<file path="src/rtl/int8_dot_accumulator_if.sv">
// ============================================================================
// int8_dot_accumulator_if
// Operand-in / result-out handshake bundle for int8_dot_accumulator.
// Rev 1.0 - initial release
// ============================================================================
`default_nettype none

interface int8_dot_accumulator_if #(
  parameter int DATA_W = 8,
  parameter int ACC_W  = 20,
  parameter int CNT_W  = 6
);
  logic                     in_valid;
  logic                     in_ready;
  logic signed [DATA_W-1:0] in_a;
  logic signed [DATA_W-1:0] in_b;
  logic                     in_last;
  logic                     clear;
  logic                     out_valid;
  logic                     out_ready;
  logic signed [ACC_W-1:0]  out_acc;
  logic [CNT_W-1:0]         out_count;
  logic                     out_ovf;

  modport master (
    output in_valid, in_a, in_b, in_last, clear, out_ready,
    input  in_ready, out_valid, out_acc, out_count, out_ovf
  );

  modport slave (
    input  in_valid, in_a, in_b, in_last, clear, out_ready,
    output in_ready, out_valid, out_acc, out_count, out_ovf
  );
endinterface

`default_nettype wire

</file>
<file path="src/rtl/int8_dot_accumulator.sv">
// ============================================================================
// int8_dot_accumulator
// Streaming signed int8 x int8 dot-product accumulator with held result.
// Optional macro ACC_SATURATE_EN: clamp on overflow instead of wrapping.
// Rev 1.0 - initial release
// ============================================================================
`default_nettype none

module int8_dot_accumulator #(
  parameter int DATA_W = 8,
  parameter int ACC_W  = 20,
  parameter int CNT_W  = 6
) (
  input  wire                  clk,
  input  wire                  rst,
  int8_dot_accumulator_if.slave bus
);

  typedef enum logic [1:0] {
    IDLE  = 2'd0,
    ACCUM = 2'd1,
    HOLD  = 2'd2
  } state_t;

  localparam logic [ACC_W-1:0] c_acc_max = {1'b0, {(ACC_W-1){1'b1}}};
  localparam logic [ACC_W-1:0] c_acc_min = {1'b1, {(ACC_W-1){1'b0}}};
  localparam logic [CNT_W-1:0] c_cnt_max = {CNT_W{1'b1}};

  state_t r_state;
  state_t w_state_nxt;

  logic signed [ACC_W-1:0]  r_acc;
  logic [CNT_W-1:0]         r_count;
  logic                     r_ovf;
  logic                     r_out_valid;
  logic signed [ACC_W-1:0]  r_out_acc;
  logic [CNT_W-1:0]         r_out_count;
  logic                     r_out_ovf;

  logic                     w_in_ready;
  logic                     w_accept;
  logic                     w_clear;
  logic signed [2*DATA_W-1:0] w_prod;
  logic signed [ACC_W:0]    w_prod_ext;
  logic signed [ACC_W:0]    w_acc_ext;
  logic signed [ACC_W:0]    w_sum;
  logic                     w_ovf;
  logic signed [ACC_W-1:0]  w_stored;
  logic [CNT_W-1:0]         w_cnt_inc;

  assign w_in_ready = (r_state != HOLD);
  assign w_clear    = w_in_ready & bus.clear;
  assign w_accept   = bus.in_valid & w_in_ready & ~bus.clear;

  // One guard bit above ACC_W exposes overflow as a sign disagreement.
  assign w_prod     = bus.in_a * bus.in_b;
  assign w_prod_ext = {{(ACC_W+1-2*DATA_W){w_prod[2*DATA_W-1]}}, w_prod};
  assign w_acc_ext  = {r_acc[ACC_W-1], r_acc};
  assign w_sum      = w_acc_ext + w_prod_ext;
  assign w_ovf      = w_sum[ACC_W] ^ w_sum[ACC_W-1];
  assign w_cnt_inc  = (r_count == c_cnt_max) ? r_count : r_count + 1'b1;

`ifdef ACC_SATURATE_EN
  always_comb begin
    w_stored = w_sum[ACC_W-1:0];
    if (w_ovf) begin
      w_stored = w_sum[ACC_W] ? c_acc_min : c_acc_max;
    end
  end
`else
  assign w_stored = w_sum[ACC_W-1:0];
`endif

  always_ff @(posedge clk) begin
    if (rst) begin
      r_state <= IDLE;
    end else begin
      r_state <= w_state_nxt;
    end
  end

  always_comb begin
    w_state_nxt = r_state;
    case (r_state)
      IDLE, ACCUM: begin
        if (w_clear) begin
          w_state_nxt = IDLE;
        end else if (w_accept) begin
          w_state_nxt = bus.in_last ? HOLD : ACCUM;
        end
      end
      HOLD: begin
        if (bus.out_ready) begin
          w_state_nxt = IDLE;
        end
      end
      default: w_state_nxt = IDLE;
    endcase
  end

  always_ff @(posedge clk) begin
    if (rst) begin
      r_acc       <= '0;
      r_count     <= '0;
      r_ovf       <= 1'b0;
      r_out_valid <= 1'b0;
      r_out_acc   <= '0;
      r_out_count <= '0;
      r_out_ovf   <= 1'b0;
    end else if (w_in_ready) begin
      if (w_clear) begin
        r_acc   <= '0;
        r_count <= '0;
        r_ovf   <= 1'b0;
      end else if (w_accept) begin
        if (bus.in_last) begin
          r_out_acc   <= w_stored;
          r_out_count <= w_cnt_inc;
          r_out_ovf   <= r_ovf | w_ovf;
          r_out_valid <= 1'b1;
          r_acc       <= '0;
          r_count     <= '0;
          r_ovf       <= 1'b0;
        end else begin
          r_acc   <= w_stored;
          r_count <= w_cnt_inc;
          r_ovf   <= r_ovf | w_ovf;
        end
      end
    end else if (bus.out_ready) begin
      r_out_valid <= 1'b0;
    end
  end

  assign bus.in_ready  = w_in_ready;
  assign bus.out_valid = r_out_valid;
  assign bus.out_acc   = r_out_acc;
  assign bus.out_count = r_out_count;
  assign bus.out_ovf   = r_out_ovf;

endmodule

`default_nettype wire

</file>
<file path="src/flat_wrapper.sv">
// flat-port wrapper written by rule: the top's interface ports become plain ports
module int8_dot_accumulator_flat 
#(
  parameter int DATA_W = 8,
  parameter int ACC_W  = 20,
  parameter int CNT_W  = 6
)
  (clk, rst, bus_in_valid, bus_in_a, bus_in_b, bus_in_last, bus_clear, bus_out_ready, bus_in_ready, bus_out_valid, bus_out_acc, bus_out_count, bus_out_ovf);
  int8_dot_accumulator_if #(.DATA_W(DATA_W), .ACC_W(ACC_W), .CNT_W(CNT_W)) bus_i ();
  input  wire clk;
  input  wire rst;
  input wire logic [$bits(bus_i.in_valid)-1:0] bus_in_valid;
  input wire logic [$bits(bus_i.in_a)-1:0] bus_in_a;
  input wire logic [$bits(bus_i.in_b)-1:0] bus_in_b;
  input wire logic [$bits(bus_i.in_last)-1:0] bus_in_last;
  input wire logic [$bits(bus_i.clear)-1:0] bus_clear;
  input wire logic [$bits(bus_i.out_ready)-1:0] bus_out_ready;
  output wire logic [$bits(bus_i.in_ready)-1:0] bus_in_ready;
  output wire logic [$bits(bus_i.out_valid)-1:0] bus_out_valid;
  output wire logic [$bits(bus_i.out_acc)-1:0] bus_out_acc;
  output wire logic [$bits(bus_i.out_count)-1:0] bus_out_count;
  output wire logic [$bits(bus_i.out_ovf)-1:0] bus_out_ovf;
  assign bus_i.in_valid = bus_in_valid;
  assign bus_i.in_a = bus_in_a;
  assign bus_i.in_b = bus_in_b;
  assign bus_i.in_last = bus_in_last;
  assign bus_i.clear = bus_clear;
  assign bus_i.out_ready = bus_out_ready;
  assign bus_in_ready = bus_i.in_ready;
  assign bus_out_valid = bus_i.out_valid;
  assign bus_out_acc = bus_i.out_acc;
  assign bus_out_count = bus_i.out_count;
  assign bus_out_ovf = bus_i.out_ovf;
  int8_dot_accumulator #(.DATA_W(DATA_W), .ACC_W(ACC_W), .CNT_W(CNT_W)) u_core (.clk(clk), .rst(rst), .bus(bus_i));
endmodule
</file>
<file path="config.mk">
export PLATFORM = sky130hd
export DESIGN_NAME = int8_dot_accumulator_flat
export DESIGN_NICKNAME = d
export VERILOG_FILES = /design/src/rtl/int8_dot_accumulator_if.sv /design/src/rtl/int8_dot_accumulator.sv /design/src/flat_wrapper.sv
export SDC_FILE = /design/constraint.sdc
export NUM_CORES = 1
export LEC_CHECK = 0
export ABC_AREA = 1
export CORE_MARGIN = 4
export CORE_UTILIZATION = 49
export DETAILED_ROUTE_END_ITERATION = 7
export PLACE_DENSITY = 0.73
export RECOVER_POWER = 25
export SLEW_MARGIN = 30
export SYNTH_ARGS = -nofsm -noshare
export SYNTH_HDL_FRONTEND = slang
export SYNTH_SLANG_ARGS = --single-unit
</file>
<file path="constraint.sdc">
create_clock -name clk -period 8.4 [get_ports clk]
set_input_delay 1.68 -clock clk [delete_from_list [all_inputs] [get_ports clk]]
set_output_delay 1.68 -clock clk [all_outputs]
set_load 0.05 [all_outputs]
</file>
# Yosys cells after proc, flatten, opt, wreduce, memory -nomap -nowiden
# Index checks and enable logic that the tools add are counted.
# W data, S select, Z words.
# op_classes
add_sub_neg	2
n_mul	1
eq_ne	9
n_mux	20
bitwise	7
reduce_logical	8
# ops
operator	n
$mux W20	3
$mux W6	4
$add A20 B16 Y21	1
$mul A8 B8 Y16	1
$ne A2 B2 Y1 const B	5
$mux W1	8
$mux W2	4
$reduce_and A4 Y1	2
$add A6 B1 Y6 const B	1
$eq A6 B6 Y1 const B	1
$pmux W2 S2	1
$reduce_and A2 Y1	2
$reduce_bool A2 Y1	2
$and A1 B1 Y1	3
$ne A3 B1 Y1 const B	1
$eq A2 B1 Y1 const B	1
$eq A2 B2 Y1 const B	1
$logic_not A2 Y1	1
$not A1 Y1	2
$reduce_or A2 Y1	1
$or A1 B1 Y1	1
$xor A1 B1 Y1	1
# totals
ff_bits	57

# Logic depth before layout (Yosys ltp)
# Gate-level depths: netlist (run 1).
# depth
depth_word	7
ltp_mapped	28

# Worst setup path after synthesis (run 1)
# No wires, ideal clock.
# synth_timing
path_kind	input -> register
start	input bus_in_b[0]
end	register u_core.r_out_ovf, in the netlist u_core.bus.out_ovf
setup_ns	0.109
t_arrival_ns	6.010
required_ns	8.291
slack_ns	2.281
path_stages	21
path_buffers	1
cell_sequence	clkbuf_1 nand2_1 inv_1 fa_1 fa_1 fa_1 fa_1 ha_1 ha_1 nand2_1 inv_1 a21oi_1 nand2_2 a21oi_1 nand2_1 nand2_1 nand2_1 nand2_1 nand3_1 nand2_1 inv_1
# synth_between
elab_chain_cells	4
# synth_rtl
element	line_no	source
from (decl)	flat_wrapper.sv:14	input wire logic [$bits(bus_i.in_b)-1:0] bus_in_b;
$mul A8 B8 Y16	int8_dot_accumulator.sv:56	assign w_prod = bus.in_a * bus.in_b;
$add A20 B16 Y21	int8_dot_accumulator.sv:59	assign w_sum = w_acc_ext + w_prod_ext;
$xor A1 B1 Y1	int8_dot_accumulator.sv:60	assign w_ovf = w_sum[ACC_W] ^ w_sum[ACC_W-1];
$or A1 B1 Y1	int8_dot_accumulator.sv:119	r_out_ovf <= r_ovf | w_ovf;
to (signal assigned)	int8_dot_accumulator.sv:119	
to (decl)	int8_dot_accumulator.sv:38	logic r_out_ovf;
# Every way passes these cells.
# A chain may end at the register's enable or synchronous reset.

# Worst setup path in the final report (run 1)
# layout_timing
start	input bus_in_b[7]
end	register u_core.r_out_ovf, in the netlist u_core.bus.out_ovf
# Same word-level chain as after synthesis.

==> run metrics, run 1 <==
Clock Tree Root=clkbuf_16; cts hold-fix bufs=0; post-CTS setup buffers=0; post-CTS sizing=0; max_slew headroom=-33.7%; Fin Clk Skew=5.96 ps; worst r2r src=u_core.r_acc[6]$_SDFFE_PP0P_; largest cells by area after synthesis=fa_1 29%, dfxtp_1 18%, nand2_1 13%; Max Cap Viol=1; Initial Util=49.9%; first-pass GRT wire length=23.5 mm; IO Port Bufs=50; Final Max Tran Viols=46; die width=between 100 and 150 µm; FILL cells=about 1200; Seq/Total Area, Yosys=18.1%; via count=4969; number of synthesis warnings=0; Final setup viols=0; Critical Path RT=8620 ps; commonest non-fill, non-tap cell in the layout=nand2_1; worst setup margin=1720 ps; worst hold path startpoint=u_core.r_state[1]$_SDFFE_PP0P_; largest net degree at the start of global routing=46; DP Worst Slack=1400 ps; GP Congestion=a little under 0.9; wire per inst=12.7 µm; clock latency on the worst-skew pair=320 ps; num rows=41; layout cell share with drive strength beyond 1=3.43%; nets=1032; mean post-synth cell area=7.53 µm²; sum of negative setup slack=0 ps; initial antenna violation count=0; fmax=150 MHz; remaining antenna violation count after routing=0; Mapped Nets=999; CTS H-Tree Depth=3; Inserted Clock Buffers=9; CP Class=in -> reg; clock tree from TritonCTS=done; status=finished, violations left; num ports=51; failing checks=capacitance limit, slew limit; commonest non-fill, non-tap cells in the layout=211 x nand2_1, 190 x inv_1, 92 x fa_1; Finished Layout Cells=1046; register area=1140 µm²; die area=14700 µm²; post-route cell area=7160 µm²; GRT Residual Overflow=0; GRT Resource Usage Total=19.4%; Placed Cells incl. Taps=1029; vias in the first global route=5048; post-DP HPWL=10.8 mm; Hold WC Path Type=reg -> reg; core area=12600 µm²; Cells after Synth=roughly 840; Async SR Flop Fraction=0%; Yosys top cell area share=between 20 and 30%; Final Critical Period=6680 ps; area occupied by multi-input gates=around 4300 µm²; Clock Path Buffers=2; via density per instance=between 4 and 5; slew of the pin with the lowest slew margin=roughly 2000 ps; Area Growth Syn to Fin=13.8%; RSZ-0062 raised after global routing=false; CTS clock-pin slew for the worst setup and hold paths=about 50 ps; CTS sink cnt=57; Die Y=121 µm; post-synthesis instance area=6290 µm²; DRT Wirelength=roughly 13 mm; Iteration-0 DRC Markers=around 220; Yosys reg bits=57; Worst setup SP type=input port; Tcrit/Tclk final=79.5%; Final Hold Viols=0; Arr. time, crit path=6890 ps; ANT cells=0; 1st-pass router iterations=4; Placed Area=~6900 µm²; CP startpoint=bus_in_b[7]; Yosys top cell by area=fa_1; crit end category=flip-flop; Post-synth EDFFs=0; Synth Flop Type=dfxtp_1; # DRC=0; crit path max fanout=9; Cell variety after synth=32
-- sequential cells by signal, summed over array words and instances (netlist names) --
register and flops:
u_core.bus.out_ovf 1, u_core.r_count 6, u_core.bus.out_acc 20, u_core.bus.out_valid 1, u_core.r_state 2, u_core.bus.out_count 6
u_core.r_ovf 1, u_core.r_acc 20
-- stage by stage --
stage / utilization [%] / hold WS (ps)
after CTS: 56.7 / 451
after detailed placement: 54.6 / 437
after global routing: 56.7 / 463
after floorplan: - / 421
final: 56.7 / 445
after global placement: 54.6 / 435
-- layer usage --
| layer | vias up | track usage (%) | routed length [µm] |
|---|---|---|---|
| li1 | 2548 | - | - |
| met1 | 2341 | 26.4 | 6280 |
| met2 | 72 | 32.9 | 6540 |
| met3 | 8 | 2.84 | 360 |
| met4 | 0 | 4.34 | 115 |
| met5 | - | 0 | 0 |
-- cell families (layout without fill, tap and decap cells) --
logic type / after synthesis / in the layout / synth area share, %
compound gates: 81 / 81 / 6.80
simple gates: 320 / 320 / 20.7
buf+inv: 225 / 263 / 13.7
flops: 57 / 57 / 18.1
fa+ha+maj: 141 / 141 / 39.0
xor+xnor: 12 / 12 / 1.67
-- path summary, 6_finish.rpt --
check | cells past startpoint | end | slack, ps
worst min-delay path | 1 | u_core.r_state[0]$_SDFFE_PP0P_ | 440
worst max-delay path | 22 | u_core.bus.out_ovf$_SDFFE_PP0P_ | 1720
worst max register to register | 22 | u_core.bus.out_ovf$_SDFFE_PP0P_ | 3920
worst min register to register | 1 | u_core.r_state[0]$_SDFFE_PP0P_ | 440
-- critical path, cell delays in order --
cell,delay (ps)
clkdlybuf4s50_1,470
clkinv_1,250
or2_2,380
fa_1,480
fa_1,570
inv_1,60
fa_1,520
fa_1,540
fa_1,490
ha_1,380
a21oi_1,150
nand2_1,120
nand2_1,100
nand2_2,90
a21oi_1,190
nand2_1,70
nand2_1,60
nand2_1,40
nand2_1,70
nand3_1,60
nand2_1,80
inv_1,40
-- area by class of cell --
cell class / count / area share (%)
multi-input cells: 554 / 59.9
well taps: 172 / 3.01
repair buffers: 52 / 7.20
clock inverters: 6 / 0.489
flip-flops and latches: 57 / 15.9
inverters: 195 / 10.2
clock buffers: 10 / 3.20
-- cell usage after synthesis, drive strengths merged (2+ instances only) --
cell     instances
fa              92
nand3           24
or2              2
nor2            71
inv            194
xnor2            5
buf              8
ha              49
nand3b           2
o22ai            2
o211ai           3
nand2          213
xor2             7
a21oi           46
o21ai           26
nor3             6
dfxtp           57
a2bb2oi          2
clkbuf          22
Power of run 1 is not shown: default switching activity piles up to over one toggle a cycle in this logic, so the estimate is an artifact.
==> run 2, diff against run 1 <==
==> constraint.sdc (replaced) <==
create_clock -name clk -period 6.45 [get_ports clk]
set_input_delay 1.29 -clock clk [delete_from_list [all_inputs] [get_ports clk]]
set_output_delay 1.29 -clock clk [all_outputs]
set_load 0.05 [all_outputs]
==> run metrics, run 2 (synthesis results as in run 1) <==
status=finished, violations left; failing checks=capacitance limit, slew limit; remaining antenna violation count after routing=0; Initial Util=49.9%; Final setup viols=0; initial antenna violation count=0; Arr. time, crit path=around 6300 ps; fmax=166 MHz; Clock Path Buffers=2; WP depth=25; CP Class=in -> reg; met2 wire length=6.81 mm; Final Max Tran Viols=between 40 and 50; wire per inst=12.7 µm; die width=roughly 120 µm; Fin Clk Skew=9.59 ps; # DRC=0; num rows=41; Critical Path RT=6670 ps; Setup crit end=u_core.bus.out_ovf$_SDFFE_PP0P_; Hold WS=446 ps; Worst setup SP type=input port; first-pass GRT wire length=24.4 mm; fin util=58.0%; Hold WC Path Type=reg -> reg; post-DP HPWL=11.1 mm; Inserted Clock Buffers=9; nets=1048; Final Hold Viols=0; cts hold-fix bufs=0; die area=14700 µm²; GRT Resource Usage Total=20.3%; GP Congestion=0.936; reg2reg end=u_core.r_acc[16]$_SDFFE_PP0P_; max_slew headroom=-33.2%; Met1 Wirelength=between 6 and 7 mm; Die Y=121 µm; Tcrit/Tclk final=around 94%; largest net degree at the start of global routing=46; Final Critical Period=just over 6000 ps; clock tree from TritonCTS=done; crit end category=flip-flop; CTS clock-pin slew for the worst setup and hold paths=50 ps; slew of the pin with the lowest slew margin=2000 ps; Area Growth Syn to Fin=16.3%; r2r worst-path depth=20; routed length on met3=427 µm; CTS H-Tree Depth=3; DP Worst Slack=78.7 ps; DRT Wirelength=13.5 mm; crit path max fanout=6; CTS sink cnt=57; via density per instance=4.77; commonest non-fill, non-tap cells in the layout=211 x nand2_1, 190 x inv_1, 92 x fa_1; worst r2r src=u_core.r_acc[6]$_SDFFE_PP0P_; worst setup margin=418 ps; delay-heaviest family, CP=adder cells; slowest stage delay, CP=650 ps; num ports=51; post-CTS setup buffers=0; post-CTS sizing=0; critical path's slowest cell=fa_1; CP startpoint=bus_in_b[2]; vias in the first global route=approximately 5300; Iteration-0 DRC Markers=approximately 260; core area=12600 µm²; GRT Residual Overflow=0; Clock Tree Root=clkbuf_16; clock latency on the worst-skew pair=between 300 and 400 ps; Max Used Layer=met4; IO Port Bufs=50; worst path bufs/invs=7; commonest non-fill, non-tap cell in the layout=nand2_1; Max Cap Viol=1; RSZ-0062 raised after global routing=false; layout cell share with drive strength beyond 1=5.06%; via count=slightly above 5000; FILL cells=1170; sum of negative setup slack=0 ps; reg2reg setup slack=1940 ps; Crit path top cell by count=nand2_1; 1st-pass router iterations=4; ANT cells=0
## run 2: cell types whose count changed in the layout (fill, tap and decap cells not counted), sizes merged
cell           before  now
clkinvlp            2    1
clkdlybuf4s50      30   31
bufinv              0    1
clkinv              5    4
clkbuf             11   12
buf                 1   17
dlygate4sd3        20   19
## run 2: worst reg2reg max path, cell delays in order, from the launching register on
cell and delay, ps:
dfxtp_1 330, inv_1 70, fa_1 470, inv_1 50, fa_1 500, inv_1 50
fa_1 490, inv_1 60, fa_1 450, fa_1 470, ha_1 390, nand3_1 100
nand2_1 140, nand2_1 80, nand2_2 130, inv_1 60, nor2_1 80, nor2_1 60
xnor2_1 250, nand2_1 80, a21oi_1 120
## run 2: stage by stage
stage	std cells	instance area, µm²
floorplan	836	6290
global route	1062	7320
global placement	1045	7020
finish	1062	7320
CTS	1061	7310
detailed placement	1045	7020
## run 2: worst min-delay path by stage
stage,start,end,slack [ps],cells past startpoint
final,u_core.r_state[1]$_SDFFE_PP0P_,u_core.r_state[0]$_SDFFE_PP0P_,450,1
after global routing,u_core.bus.out_acc[6]$_SDFFE_PP0P_,u_core.bus.out_acc[6]$_SDFFE_PP0P_,480,2
after CTS,u_core.r_state[1]$_SDFFE_PP0P_,u_core.r_state[0]$_SDFFE_PP0P_,450,1
after detailed placement,u_core.r_state[1]$_SDFFE_PP0P_,u_core.r_state[0]$_SDFFE_PP0P_,450,1
after global placement,u_core.r_state[1]$_SDFFE_PP0P_,u_core.r_state[0]$_SDFFE_PP0P_,430,1
after floorplan,u_core.r_state[1]$_SDFFE_PP0P_,u_core.r_state[0]$_SDFFE_PP0P_,420,1
## run 2: final cells by class
cell class / instances / area [µm²] / share of cell area (%)
clock inverter: 5 / 56.3 / 0.769
sequential: 57 / 1140 / 15.6
clock buffer: 11 / 233 / 3.18
tap: 172 / 215 / 2.94
multi-input combinational: 554 / 4290 / 58.6
inverter: 195 / 732 / 10.0
timing repair buffer: 68 / 652 / 8.91
## run 2: layer usage
| layer | vias to the layer above | global-route usage, % |
|---|---|---|
| met3 | 11 | 2.89 |
| met1 | 2404 | 26.9 |
| met2 | 78 | 35.4 |
| met5 | - | 0 |
| li1 | 2573 | - |
| met4 | 0 | 4.13 |
Power of run 2 is left out for the same reason.
==> run 3, diff against run 2 <==
--- a/config.mk
+++ b/config.mk
@@ -6,7 +6,7 @@
 export NUM_CORES = 1
 export LEC_CHECK = 0
 export ABC_AREA = 1
-export CORE_MARGIN = 4
+export CORE_MARGIN = 5
 export CORE_UTILIZATION = 49
 export DETAILED_ROUTE_END_ITERATION = 7
 export PLACE_DENSITY = 0.73
==> run metrics, run 3 (synthesis results as in run 1) <==
CTS clock-pin slew for the worst setup and hold paths=50 ps; wire per inst=12.6 µm; Fin Clk Skew=between 6 and 7 ps; # DRC=0; worst path cell trace=clkdlybuf4s50_1, nand2_1, clkinvlp_4, buf_4, fa_1, inv_1, fa_1, inv_1, fa_1, fa_1, ha_1, ha_1, a21oi_1, a21oi_1, nor2_1, nand3_1, nand2_1, nand2_1, nand2_1, nand3_1, nand2_1, inv_1; Crit path top cell by count=nand2_1; clock tree from TritonCTS=done; FILL cells=roughly 1200; Final setup viols=0; critical path's slowest cell=fa_1; Max Used Layer=met4; nets=1057; Hold WC Path Type=reg -> reg; num ports=51; Inserted Clock Buffers=9; delay-heaviest family, CP=adder cells; commonest non-fill, non-tap cell in the layout=nand2_1; remaining antenna violation count after routing=0; routed length on met3=468 µm; met2 wire length=~6.7 mm; Tcrit/Tclk final=roughly 94%; first-pass GRT wire length=23.6 mm; fmax=166 MHz; IO Port Bufs=50; WP depth=22; Final Hold Viols=0; RSZ-0062 raised after global routing=false; failing checks=capacitance limit, slew limit; status=finished, violations left; num rows=41; die area=15200 µm²; Met1 Wirelength=between 6 and 7 mm; layout cell share with drive strength beyond 1=slightly above 6%; r2r worst-path depth=22; Worst Hold Path Cells=1; largest net degree at the start of global routing=36; Initial Util=~50%; GRT Resource Usage Total=19.3%; initial antenna violation count=0; Area Growth Syn to Fin=17.6%; slew of the pin with the lowest slew margin=2070 ps; Iteration-0 DRC Markers=251; clock latency on the worst-skew pair=320 ps; core area=around 13000 µm²; sum of negative setup slack=0 ps; die width=123 µm; worst path bufs/invs=6; CP Class=in -> reg; Max Cap Viol=1; max_slew headroom=-38.2%; post-DP HPWL=11.1 mm; via density per instance=~4.7; crit end category=flip-flop; Clock Path Buffers=2; 1st-pass router iterations=5; cts hold-fix bufs=0; commonest non-fill, non-tap cells in the layout=211 x nand2_1, 189 x inv_1, 92 x fa_1; Final Critical Period=6040 ps; GP Congestion=0.857; reg2reg setup slack=just under 2000 ps; Die Y=123 µm; CTS sink cnt=57; DRT Wirelength=13.5 mm; via count=5030; vias in the first global route=5021; Critical Path RT=6660 ps; slowest stage delay, CP=540 ps; GRT Residual Overflow=0; CTS H-Tree Depth=3; ANT cells=0; Arr. time, crit path=6260 ps; Clock Tree Root=clkbuf_16; crit path max fanout=11; Worst setup SP type=input port; Final Max Tran Viols=28
[run 3: layout make-up]
| type | instances | area [µm²] | area share (%) |
|---|---|---|---|
| well taps | 172 | 215 | 2.91 |
| clock inverters | 2 | 35.0 | 0.473 |
| repair buffers | 77 | 718 | 9.70 |
| clock buffers | 14 | 274 | 3.70 |
| inverters | 195 | 736 | 9.94 |
| multi-input cells | 554 | 4280 | 57.9 |
| flip-flops and latches | 57 | 1140 | 15.4 |
[run 3: timing repair]
item                                   in CTS  in global routing
setup buffers                               0                  9
endpoints found under the hold margin       0                  0
gates resized for setup                     0                  1
setup endpoints to repair                   0                  2
[run 3: worst register-to-register path, cell delays in order, from the launching register on]
cell	delay, ps
dfxtp_1	330
inv_1	60
fa_1	480
inv_1	60
fa_1	500
inv_1	50
fa_1	480
inv_1	60
fa_1	440
fa_1	470
ha_1	390
a21oi_1	160
nand2_1	120
nand2_1	90
nand2_2	90
a21oi_1	210
nand2_1	70
nand2_1	60
nand2_1	40
nand2_1	70
nand3_1	60
nand2_1	80
inv_1	30
[run 3: worst paths after layout]
check / endpoint / startpoint
hold / removal: u_core.r_state[0]$_SDFFE_PP0P_ / u_core.r_state[1]$_SDFFE_PP0P_
setup / recovery: u_core.bus.out_ovf$_SDFFE_PP0P_ / bus_in_a[7]
setup reg to reg: u_core.bus.out_ovf$_SDFFE_PP0P_ / u_core.r_acc[6]$_SDFFE_PP0P_
hold reg to reg: u_core.r_state[0]$_SDFFE_PP0P_ / u_core.r_state[1]$_SDFFE_PP0P_
[run 3: layer usage]
layer / track usage, % / vias to the layer above
met5: 0 / -
met4: 4.57 / 0
met3: 2.38 / 17
met2: 33.0 / 88
met1: 26.0 / 2334
li1: - / 2591
[run 3: per-stage QoR]
step	setup WS, ps	std cells	hold slack [ps]	util, %	cell area, µm²
after floorplan	721	836	421	-	6290
after global placement	160	1045	434	55.6	7020
after detailed placement	68.1	1045	432	55.6	7020
after CTS	383	1061	443	58.1	7330
after global routing	26.9	1071	472	58.7	7400
final	408	1071	442	58.7	7400
Power of run 3 is left out for the same reason.
